## src/rtl/goc_pkg.sv

```systemverilog
// Shared encodings for the GOC optical transmitter block set.
package goc_pkg;

    localparam logic [2:0] GOC_ST_IDLE     = 3'd0;
    localparam logic [2:0] GOC_ST_PREAMBLE = 3'd1;
    localparam logic [2:0] GOC_ST_DATA     = 3'd2;
    localparam logic [2:0] GOC_ST_GAP      = 3'd3;
    localparam logic [2:0] GOC_ST_DONE     = 3'd4;

    localparam logic [1:0] GOC_Q_LEAD = 2'd0;
    localparam logic [1:0] GOC_Q_MID0 = 2'd1;
    localparam logic [1:0] GOC_Q_MID1 = 2'd2;
    localparam logic [1:0] GOC_Q_TAIL = 2'd3;

    // Level of one symbol quarter: lead always high, tail always low.
    function automatic logic goc_sym(input logic [1:0] q, input logic b);
        return (q == GOC_Q_LEAD) | (b & ((q == GOC_Q_MID0) | (q == GOC_Q_MID1)));
    endfunction

endpackage

```

## src/rtl/goc_symbol_timer.sv

```systemverilog
// Quarter/bit timebase for GOC PWM symbols.
module goc_symbol_timer
    import goc_pkg::*;
#(
    parameter int SPEED_W = 22
) (
    input  logic               clk,
    input  logic               reset,
    input  logic [SPEED_W-1:0] q_len,
    input  logic               run,
    output logic [1:0]         quarter,
    output logic               end_quarter,
    output logic               end_bit
);

    logic [SPEED_W-1:0] cnt;

    assign end_quarter = run && (cnt == q_len - SPEED_W'(1));
    assign end_bit     = end_quarter && (quarter == GOC_Q_TAIL);

    always_ff @(posedge clk or posedge reset) begin
        if (reset) begin
            cnt     <= '0;
            quarter <= GOC_Q_LEAD;
        end else if (!run) begin
            cnt     <= '0;
            quarter <= GOC_Q_LEAD;
        end else if (end_quarter) begin
            cnt     <= '0;
            quarter <= quarter + 2'd1;
        end else begin
            cnt <= cnt + SPEED_W'(1);
        end
    end

endmodule

```

## src/rtl/goc_pwm_tx.sv

```systemverilog
// GOC PWM transmitter: preamble, framed words, idle gap, done/underrun.
// Define GOC_TX_PARITY_EN to append an odd-parity symbol to every word.
module goc_pwm_tx
    import goc_pkg::*;
#(
    parameter int SPEED_W       = 22,
    parameter int DATA_W        = 8,
    parameter int NUM_PADS      = 1,
    parameter int PREAMBLE_BITS = 4,
    parameter int GAP_BITS      = 2
) (
    input  logic                clk,
    input  logic                reset,
    input  logic [SPEED_W-1:0]  goc_speed,
    input  logic [NUM_PADS-1:0] goc_polarity,
    input  logic [NUM_PADS-1:0] pad_enable,
    input  logic                start_tx,
    input  logic [DATA_W-1:0]   tx_data,
    input  logic                tx_data_valid,
    input  logic                tx_last,
    output logic                tx_data_ready,
    output logic [NUM_PADS-1:0] GOC_PAD,
    output logic                tx_busy,
    output logic                tx_done,
    output logic                tx_underrun
);

`ifdef GOC_TX_PARITY_EN
    localparam int WORD_BITS = DATA_W + 1;
`else
    localparam int WORD_BITS = DATA_W;
`endif
    localparam int CNT_W = $clog2(PREAMBLE_BITS + WORD_BITS + GAP_BITS + 1);

    logic [2:0]         state, state_n;
    logic [SPEED_W-1:0] q_len, q_len_n;
    logic [CNT_W-1:0]   bit_cnt, bit_cnt_n;
    logic [DATA_W-1:0]  shreg, shreg_n;
    logic               last_r, last_n;
    logic               under_r, under_n;
    logic               pwm_bit, pwm_n;
    logic               sym_n;
    logic [1:0]         quarter, quarter_n;
    logic               end_quarter, end_bit, run, ready;
`ifdef GOC_TX_PARITY_EN
    logic               par_r, par_n;
`endif

    assign run = (state == GOC_ST_PREAMBLE) || (state == GOC_ST_DATA)
              || (state == GOC_ST_GAP);

    goc_symbol_timer #(.SPEED_W(SPEED_W)) u_timer (
        .clk         (clk),
        .reset       (reset),
        .q_len       (q_len),
        .run         (run),
        .quarter     (quarter),
        .end_quarter (end_quarter),
        .end_bit     (end_bit)
    );

    always_comb begin
        state_n   = state;
        q_len_n   = q_len;
        bit_cnt_n = bit_cnt;
        shreg_n   = shreg;
        last_n    = last_r;
        under_n   = under_r;
        ready     = 1'b0;
`ifdef GOC_TX_PARITY_EN
        par_n     = par_r;
`endif
        unique case (state)
            GOC_ST_IDLE: if (start_tx) begin
                state_n   = GOC_ST_PREAMBLE;
                q_len_n   = (goc_speed == '0) ? SPEED_W'(1) : goc_speed;
                bit_cnt_n = '0;
                last_n    = 1'b0;
                under_n   = 1'b0;
            end
            GOC_ST_PREAMBLE: if (end_bit) begin
                if (bit_cnt == CNT_W'(PREAMBLE_BITS - 1)) ready = 1'b1;
                else bit_cnt_n = bit_cnt + CNT_W'(1);
            end
            GOC_ST_DATA: if (end_bit) begin
                if (bit_cnt == CNT_W'(WORD_BITS - 1)) begin
                    if (last_r) begin
                        state_n   = GOC_ST_GAP;
                        bit_cnt_n = '0;
                    end else begin
                        ready = 1'b1;
                    end
                end else begin
                    bit_cnt_n = bit_cnt + CNT_W'(1);
                    shreg_n   = shreg << 1;
                end
            end
            GOC_ST_GAP: if (end_bit) begin
                if (bit_cnt == CNT_W'(GAP_BITS - 1)) state_n = GOC_ST_DONE;
                else bit_cnt_n = bit_cnt + CNT_W'(1);
            end
            default: state_n = GOC_ST_IDLE;
        endcase

        // Word hand-off happens in the last cycle of a bit, so no dead cycle.
        if (ready) begin
            bit_cnt_n = '0;
            if (tx_data_valid) begin
                state_n = GOC_ST_DATA;
                shreg_n = tx_data;
                last_n  = tx_last;
`ifdef GOC_TX_PARITY_EN
                par_n   = ~^tx_data;
`endif
            end else begin
                state_n = GOC_ST_GAP;
                under_n = 1'b1;
            end
        end

        sym_n = (state_n == GOC_ST_PREAMBLE) | shreg_n[DATA_W-1];
`ifdef GOC_TX_PARITY_EN
        if (state_n == GOC_ST_DATA && bit_cnt_n == CNT_W'(DATA_W)) sym_n = par_n;
`endif
        quarter_n = end_quarter ? quarter + 2'd1 : quarter;
        pwm_n = ((state_n == GOC_ST_PREAMBLE) || (state_n == GOC_ST_DATA))
              && goc_sym(quarter_n, sym_n);
    end

    always_ff @(posedge clk or posedge reset) begin
        if (reset) begin
            state   <= GOC_ST_IDLE;
            q_len   <= SPEED_W'(1);
            bit_cnt <= '0;
            shreg   <= '0;
            last_r  <= 1'b0;
            under_r <= 1'b0;
            pwm_bit <= 1'b0;
`ifdef GOC_TX_PARITY_EN
            par_r   <= 1'b0;
`endif
        end else begin
            state   <= state_n;
            q_len   <= q_len_n;
            bit_cnt <= bit_cnt_n;
            shreg   <= shreg_n;
            last_r  <= last_n;
            under_r <= under_n;
            pwm_bit <= pwm_n;
`ifdef GOC_TX_PARITY_EN
            par_r   <= par_n;
`endif
        end
    end

    assign tx_data_ready = ready;
    assign tx_busy       = (state != GOC_ST_IDLE);
    assign tx_done       = (state == GOC_ST_DONE);
    assign tx_underrun   = tx_done & under_r;
    assign GOC_PAD       = ({NUM_PADS{pwm_bit}} & pad_enable) ^ goc_polarity;

endmodule
```

## config.mk

```make
export PLATFORM = sky130hd
export DESIGN_NAME = goc_pwm_tx
export DESIGN_NICKNAME = d
export VERILOG_FILES = /design/src/rtl/goc_pkg.sv /design/src/rtl/goc_symbol_timer.sv /design/src/rtl/goc_pwm_tx.sv
export SDC_FILE = /design/constraint.sdc
export NUM_CORES = 1
export LEC_CHECK = 0
export CORE_MARGIN = 2
export CORE_UTILIZATION = 40
export CTS_BUF_LIST = sky130_fd_sc_hd__clkbuf_8
export DETAILED_ROUTE_END_ITERATION = 8
export HOLD_SLACK_MARGIN = 0.06
export PLACE_DENSITY_LB_ADDON = 0.12
export REMOVE_ABC_BUFFERS = 1
export SETUP_SLACK_MARGIN = 0.05
export SLEW_MARGIN = 20
export SYNTH_ARGS = -nofsm -noshare
export SYNTH_HDL_FRONTEND = slang
export SYNTH_SLANG_ARGS = --single-unit
```

## constraint.sdc

```tcl
create_clock -name clk -period 4.75 [get_ports clk]
set_input_delay 0.95 -clock clk [delete_from_list [all_inputs] [get_ports clk]]
set_output_delay 0.95 -clock clk [all_outputs]
set_load 0.01 [all_outputs]
```

==> results of run 1 <==
## timing repair
action | 4_1_cts | 5_1_grt
cloned | 0 | 0
gates resized for setup | 3 | 7
setup buffers | 0 | 3
pin swaps | 0 | 4
endpoints found under the hold margin | 0 | 0
endpoints found under the setup margin | 1 | 1
## power by group
group	internal (uW)	switching [uW]	leakage, uW
Combinational	292	291	0.00110
Sequential	652	164	0.000779
Clock	254	227	0.000103
Total	1200	682	0.00198
## cells in the final DEF, fill, tap and decap left out, types with 3 or more instances in the layout
cell and count:
a21oi_1 12, and3_1 6, and4_1 4, buf_4 9, clkbuf_8 10, clkdlybuf4s50_1 41, dfrtp_1 61, ha_1 6
inv_1 17, mux2_2 20, mux2i_1 11, nand2_1 25, nand2b_1 4, nand3_1 29, nand3b_1 5, nand4_1 8
nor2_1 53, nor2b_1 5, nor3_1 9, nor3_2 5, nor3b_1 3, nor4_1 8, nor4_2 3, o21ai_0 12
or2_2 3, or3_1 4, xnor2_1 26, xor2_1 27
## path summary, 6_finish.rpt
kind,from,endpoint
min reg2reg,shreg[0],shreg[0]
max reg2reg,q_len[12],pwm_bit
min,shreg[0],shreg[0]
max in group asynchronous,reset,q_len[12]
min in group asynchronous,reset,u_timer.cnt[1]
max,q_len[12],tx_data_ready
## flip-flops by register name, summed over array words and instances, names as in the netlist
name	count
bit_cnt	4
state	3
under_r	1
pwm_bit	1
u_timer.cnt	22
shreg	8
q_len	22
u_timer.quarter	2
last_r	1
## cell usage after synthesis (5+ instances only)
cell type  count  area, um2
xor2_1        27      236.5
and3_1         6      37.54
clkbuf_1      12      45.04
nand2_1       25      93.84
inv_1         17      63.81
xnor2_1       26      227.7
o21ai_0       12      60.06
nor4_1         8      50.05
a21oi_1       12      60.06
nand4_1        8      50.05
nand3b_1       5      37.54
nor2_1        55      206.5
ha_1           6      75.07
nand3_1       29      145.1
mux2i_1       11      110.1
nor2b_1        5      31.28
nor3_1        11      55.05
mux2_2        20      225.2
dfrtp_1       63       1577
## logic make-up (layout without fill, tap and decap cells)
kind of cell | after synthesis | after routing
adders and majority gates | 6 | 6
buffers and inverters | 32 | 83
and+or+nand+nor | 193 | 193
muxes | 32 | 32
AOI/OAI and AO/OA | 49 | 49
xor gates and xnor gates | 53 | 53
DFF | 64 | 64
## layer usage
metal,track usage (%),part of all wire (%),up-vias,wire [um]
met5,0,0,-,0
met4,7.143,1.9,0,172
met3,3.822,2.7,16,250
met2,30.36,48,41,4475
met1,23.13,47,1572,4384
li1,-,-,1603,-
## worst max-delay path: stages, from the launching register on
cell	delay, ps
dfrtp_2	450
or4_4	600
or4_4	450
nor3_2	210
xnor2_1	120
nor3_2	180
nand3_2	180
nor3b_4	270
and2_2	230
clkdlybuf4s50_1	550
## area by class of cell
cell class                 instances  area [um2]
tap                              133       166.4
clock buffer                      10       137.6
multi-input combinational        333        2307
inverter                          17       63.81
timing repair buffer              50       478.0
sequential                        64        1605
clock inverter                     6       60.06
fill                             971        4911
## stage by stage
| stage | std cells | hold slack [ps] | total power [uW] |
|---|---|---|---|
| 6_report | 613 | 499.9 | 1880 |
| 5_1_grt | 613 | 548.0 | 2030 |
| 3_3_place_gp | 594 | 479.7 | 1384 |
| 2_1_floorplan | 414 | 459.0 | 1219 |
| 3_5_place_dp | 594 | 484.4 | 1395 |
| 4_1_cts | 610 | 506.3 | 1894 |
==> out/metrics.csv, run 1 <==
stage;metric;value;unit
placed_design;place_area;4561;um2
floorplan;io_pins;42;
floorplan;initial_utilization;41.06;%
critical_path;cp_max_fo;7;
clock_network;cts_max_level;3;
pwr;power.leakage;0.001981;uW
pwr;ir_drop;0.2389;mV
synthesis;yosysWarnings;0;
critical_path;required;3800;ps
routing;first_pass_iters;5;
grt;grt_overflow;0;
grt;grt_max_degree;44;
synthesis;synth.area.mux_share;8.675;%
placed_design;dp_hpwl;6888;um
grt;antenna_found_initial;0;
clock_network;cts.sink_count;64;
routing;drc;0;
synthesis;synth_ff_type;dfrtp_1;
clock_network;tritoncts;built;
min_path;hp-class;reg -> reg;
critical_path;rr_worst_depth;12;
timing;drv_slew;0;
floorplan;rows;36;
flow_run;cap_violations;0;
routing;viasPerCell;5.272;
grt;grt_pass1_wl;15700;um
floorplan;dieWidth;103.9;um
timing;finalSetupTns;0;ps
outcome;status;completed;
synthesis;synth_area_per_cell;9.313;um2
clock_network;cts-root-buf;clkbuf_8;
placed_design;place.gp.congestion;0.8242;
timing;rsz0062_at_grt;false;
routing;wl;9282;um
critical_path;crit_arrival;3600;ps
synthesis;synthArstFlopShare;100.0;%
routing;drt_iter0_drc;108;
synthesis;synth_top_family_by_area;simple AND/OR/NAND/NOR gates;
clock_network;clockBufferDepth;2;
routing;wire_per_inst;15.14;um
clock_network;clk_latency;360;ps
timing;tightest_slew;906.6;ps
synthesis;synth_area;3995;um2
synthesis;synthSimpleGateAreaFrac;26.68;%
synthesis;synthAdderAreaFrac;1.879;%
cells_and_area;diodes;0;
floorplan;die_y;103.9;um
floorplan;core;9729;um2
synthesis;yosysSeqAreaShare;40.12;%
timing;period_needed;4550;ps
routing;num_vias;3232;
cells_and_area;fin_area;4818;um2
routing;ant_nets;0;
clock_network;clk_pin_slew;80;ps
grt;gr-usage-all-layers;18.21;%
timing;relSlewSlack;39.47;%
floorplan;die-area;10800;um2
pwr;p_per_area;390.2;nW/um2
cells_and_area;utilization;49.52;%
clock_network;cts_made_buffers;9;
timing;worst_slack;200.3;ps
critical_path;startpoint_type;register;
cells_and_area;drive_gt1_share;15.00;%
synthesis;ys_seq_elements;64;
cells_and_area;syn_to_final_growth;20.61;%
clock_network;ctsHoldBuffers;0;
timing;hold_viol_final;0;
timing;max_freq;0.2198;GHz
cells_and_area;nets;518;
synthesis;synth_cells;429;
placed_design;io_buffers;41;
timing;period_share;95.78;%
synthesis;synth_xor_area_share;11.62;%
timing;skew;8.872;ps
min_path;min_path_cells;2;
synthesis;yosys.cell_types.count;62;
critical_path;crit_type;reg -> out;
critical_path;reg2reg_slack;1010;ps
timing;setup_viol;0;
placed_design;dp_slack;284.6;ps
synthesis;synth_compound_area_share;7.955;%
grt;grt_pass1_vias;3288;
synthesis;synth_edf_count;0;
critical_path;cp-end-kind;output pin;
(Power assumes the default switching activity.)
==> run 2, diff against run 1 <==
--- a/config.mk
+++ b/config.mk
@@ -6,7 +6,7 @@
 export NUM_CORES = 1
 export LEC_CHECK = 0
 export CORE_MARGIN = 2
-export CORE_UTILIZATION = 40
+export CORE_UTILIZATION = 59
 export CTS_BUF_LIST = sky130_fd_sc_hd__clkbuf_8
 export DETAILED_ROUTE_END_ITERATION = 8
 export HOLD_SLACK_MARGIN = 0.06
==> run 2 against run 1 <==
  * Cell count fell by 9.6%
  * Core utilization increased by 24 points
  * Sequential power about the same
  * Critical path type unchanged
  * Clock skew rose by 5.5 ps
  * Sequential share of layout area grew 0.55 points
  * Worst hold slack gained 20 ps
  * First-iteration DRC count is 81% higher
==> out/metrics.csv, run 2 (synthesized netlist as in run 1, its figures left out) <==
stage;metric;value;unit;change
outcome;status;completed;;
critical_path;crit_type;reg -> out;;
critical_path;worst-path-buf-inv;1;;unchanged
critical_path;startpoint_type;register;;
routing;wl;9256;um;-0.28%
clock_network;clk_latency;350;ps;about the same
clock_network;clockBufferDepth;2;;unchanged
timing;rsz0062_at_grt;false;;
routing;drc;0;;unchanged
grt;grt-busiest-layer;met2;;
floorplan;die_y;86.29;um;-17%
pwr;power_frac_seq;43.2;%;-0.2 points
cells_and_area;fin_area;4732;um2;-1.8%
pwr;p_int;1210;uW;+1.0%
critical_path;slowest_delay;620;ps;+20 ps
placed_design;place_area;4476;um2;-1.9%
critical_path;path_cells;or4_4 -> or4_4 -> nor3_2 -> xnor2_1 -> nor3_2 -> nand3_2 -> nor3b_4 -> and2_2 -> clkdlybuf4s50_1;;
critical_path;crit_arrival;3590;ps;about the same
cells_and_area;layout_commonest_cell;dfrtp_1;;
floorplan;core;6459;um2;-34%
placed_design;io_buffers;41;;unchanged
grt;grt_max_degree;38;;-14%
floorplan;io_pins;42;;unchanged
pwr;p_per_area;400.4;nW/um2;+2.6%
critical_path;cpMaxStageDelayCell;or4_4;;
pwr;swShare;36.13;%;-0.16 points
grt;grt_use_met3;6.000;%;+2.2 points
pwr;clkPwrFrac;25.6;%;about the same
clock_network;cts-root-buf;clkbuf_8;;
clock_network;cts_max_level;3;;unchanged
cells_and_area;top_regs;q_len (22), u_timer.cnt (22), shreg (8);;
critical_path;required;3800;ps;about the same
pwr;switching_power;684.5;uW;+0.30%
timing;hold_viol_final;0;;unchanged
clock_network;clk_pin_slew;70;ps;about the same
min_path;hp-class;reg -> reg;;
cells_and_area;diodes;0;;unchanged
grt;grt_pass1_wl;15230;um;-3.0%
timing;skew;14.41;ps;+5.540 ps
cells_and_area;nets;515;;-0.58%
pwr;share_comb_of_total_power;31.1;%;about the same
routing;ant_nets;0;;unchanged
clock_network;tritoncts;built;;
critical_path;cpLargestDelayFamily;simple AND/OR/NAND/NOR gates;;
floorplan;dieWidth;86.29;um;-17%
pwr;ir_drop;0.3320;mV;+39%
placed_design;dp_hpwl;6863;um;-0.36%
grt;use_met2;43.13;%;+13 points
grt;gr-usage-all-layers;26.33;%;+8.1 points
routing;wire_per_inst;16.71;um;+10%
floorplan;rows;29;;-19%
timing;period_needed;4536;ps;-13.77 ps
grt;grt_pass1_vias;3230;;-1.8%
routing;first_pass_iters;4;;-1
routing;viasPerCell;6.079;;+15%
grt;gr-usage-met1;34.31;%;+11 points
critical_path;cp-end-kind;output pin;;
routing;num_vias;3368;;+4.2%
cells_and_area;drive_gt1_share;14.26;%;-0.74 points
timing;setup_viol;0;;unchanged
routing;drt_iter0_drc;195;;+81%
clock_network;cts.sink_count;64;;unchanged
critical_path;cp_max_fo;7;;unchanged
floorplan;die-area;7446;um2;-31%
timing;relSlewSlack;48.69;%;+9.2 points
placed_design;place.gp.congestion;0.9353;;+13%
timing;period_share;95.49;%;-0.29 points
timing;max_freq;0.2205;GHz;+0.30%
timing;tightest_slew;768.8;ps;-137.9 ps
flow_run;cap_violations;0;;unchanged
floorplan;initial_utilization;61.86;%;+21 points
cells_and_area;layout_common_cells;dfrtp_1 (63), nor2_1 (53), clkdlybuf4s50_1 (41);;
grt;grt_overflow;0;;unchanged
timing;finalSetupTns;0;ps;unchanged
grt;antenna_found_initial;0;;unchanged
clock_network;cts_made_buffers;9;;unchanged
cells_and_area;syn_to_final_growth;18.45;%;
timing;drv_slew;0;;unchanged
pwr;power.leakage;0.001966;uW;-0.77%
==> run 2: path summary, 6_finish.rpt <==
kind	start	to	slack (ps)	cells after the start
worst max-delay path	q_len[12]	tx_data_ready	210	9
worst min-delay path	last_r	last_r	520	2
min in group asynchronous	reset	shreg[2]	980	2
max in group asynchronous	reset	u_timer.cnt[21]	2850	3
worst max register to register	q_len[12]	pwm_bit	810	13
worst min register to register	last_r	last_r	520	2
==> run 2: worst register-to-register path: cells and delay by family (launching register included) <==
| kind | cells | cell delay (ps) |
|---|---|---|
| muxes | 1 | 280 |
| adders and majority gates | 1 | 260 |
| buffers and inverters | 1 | 200 |
| xor gates and xnor gates | 1 | 130 |
| and+or+nand+nor | 8 | 2350 |
| AOI/OAI and AO/OA | 1 | 180 |
| DFF | 1 | 450 |
==> run 2: power by group through the flow <==
| stage | clock, uW | combinational (uW) | sequential, uW |
|---|---|---|---|
| 2_1_floorplan | 0 | 443 | 776 |
| 3_3_place_gp | 0 | 554 | 810 |
| 5_1_grt | 516 | 658 | 838 |
| 4_1_cts | 491 | 583 | 814 |
| 3_5_place_dp | 0 | 574 | 820 |
| 6_report | 486 | 590 | 819 |
==> run 2: metrics by stage <==
step	utilization, %	cells	hold slack, ps	setup WS [ps]	power [uW]
3_5_place_dp	69.29	536	493.2	328.5	1394
3_3_place_gp	69.29	536	479.4	431.3	1363
6_report	73.27	554	520.2	214.1	1895
2_1_floorplan	-	414	459.0	1186	1219
4_1_cts	72.72	552	526.6	120.0	1889
5_1_grt	73.27	554	558.4	35.81	2012
==> run 2: final cells by class <==
type	instances	area (um2)
clock inverters	5	55.05
well taps	77	96.34
repair buffers	47	455.4
fillers	488	1727
multi-input cells	333	2307
inverters	17	63.81
flip-flops and latches	64	1603
clock buffers	11	151.4
==> run 2: layer usage <==
layer / routed length, um / share of wire [%]
met1: 3877 / 42
met3: 510 / 5.5
met4: 229 / 2.5
met2: 4638 / 50
met5: 0 / 0
==> run 2: what timing repair did <==
action	in CTS	in global routing
hold buffers	0	0
pin swaps	0	1
resized for setup	3	5
buffers inserted	0	2
setup endpoints to repair	1	1
cloned	0	0
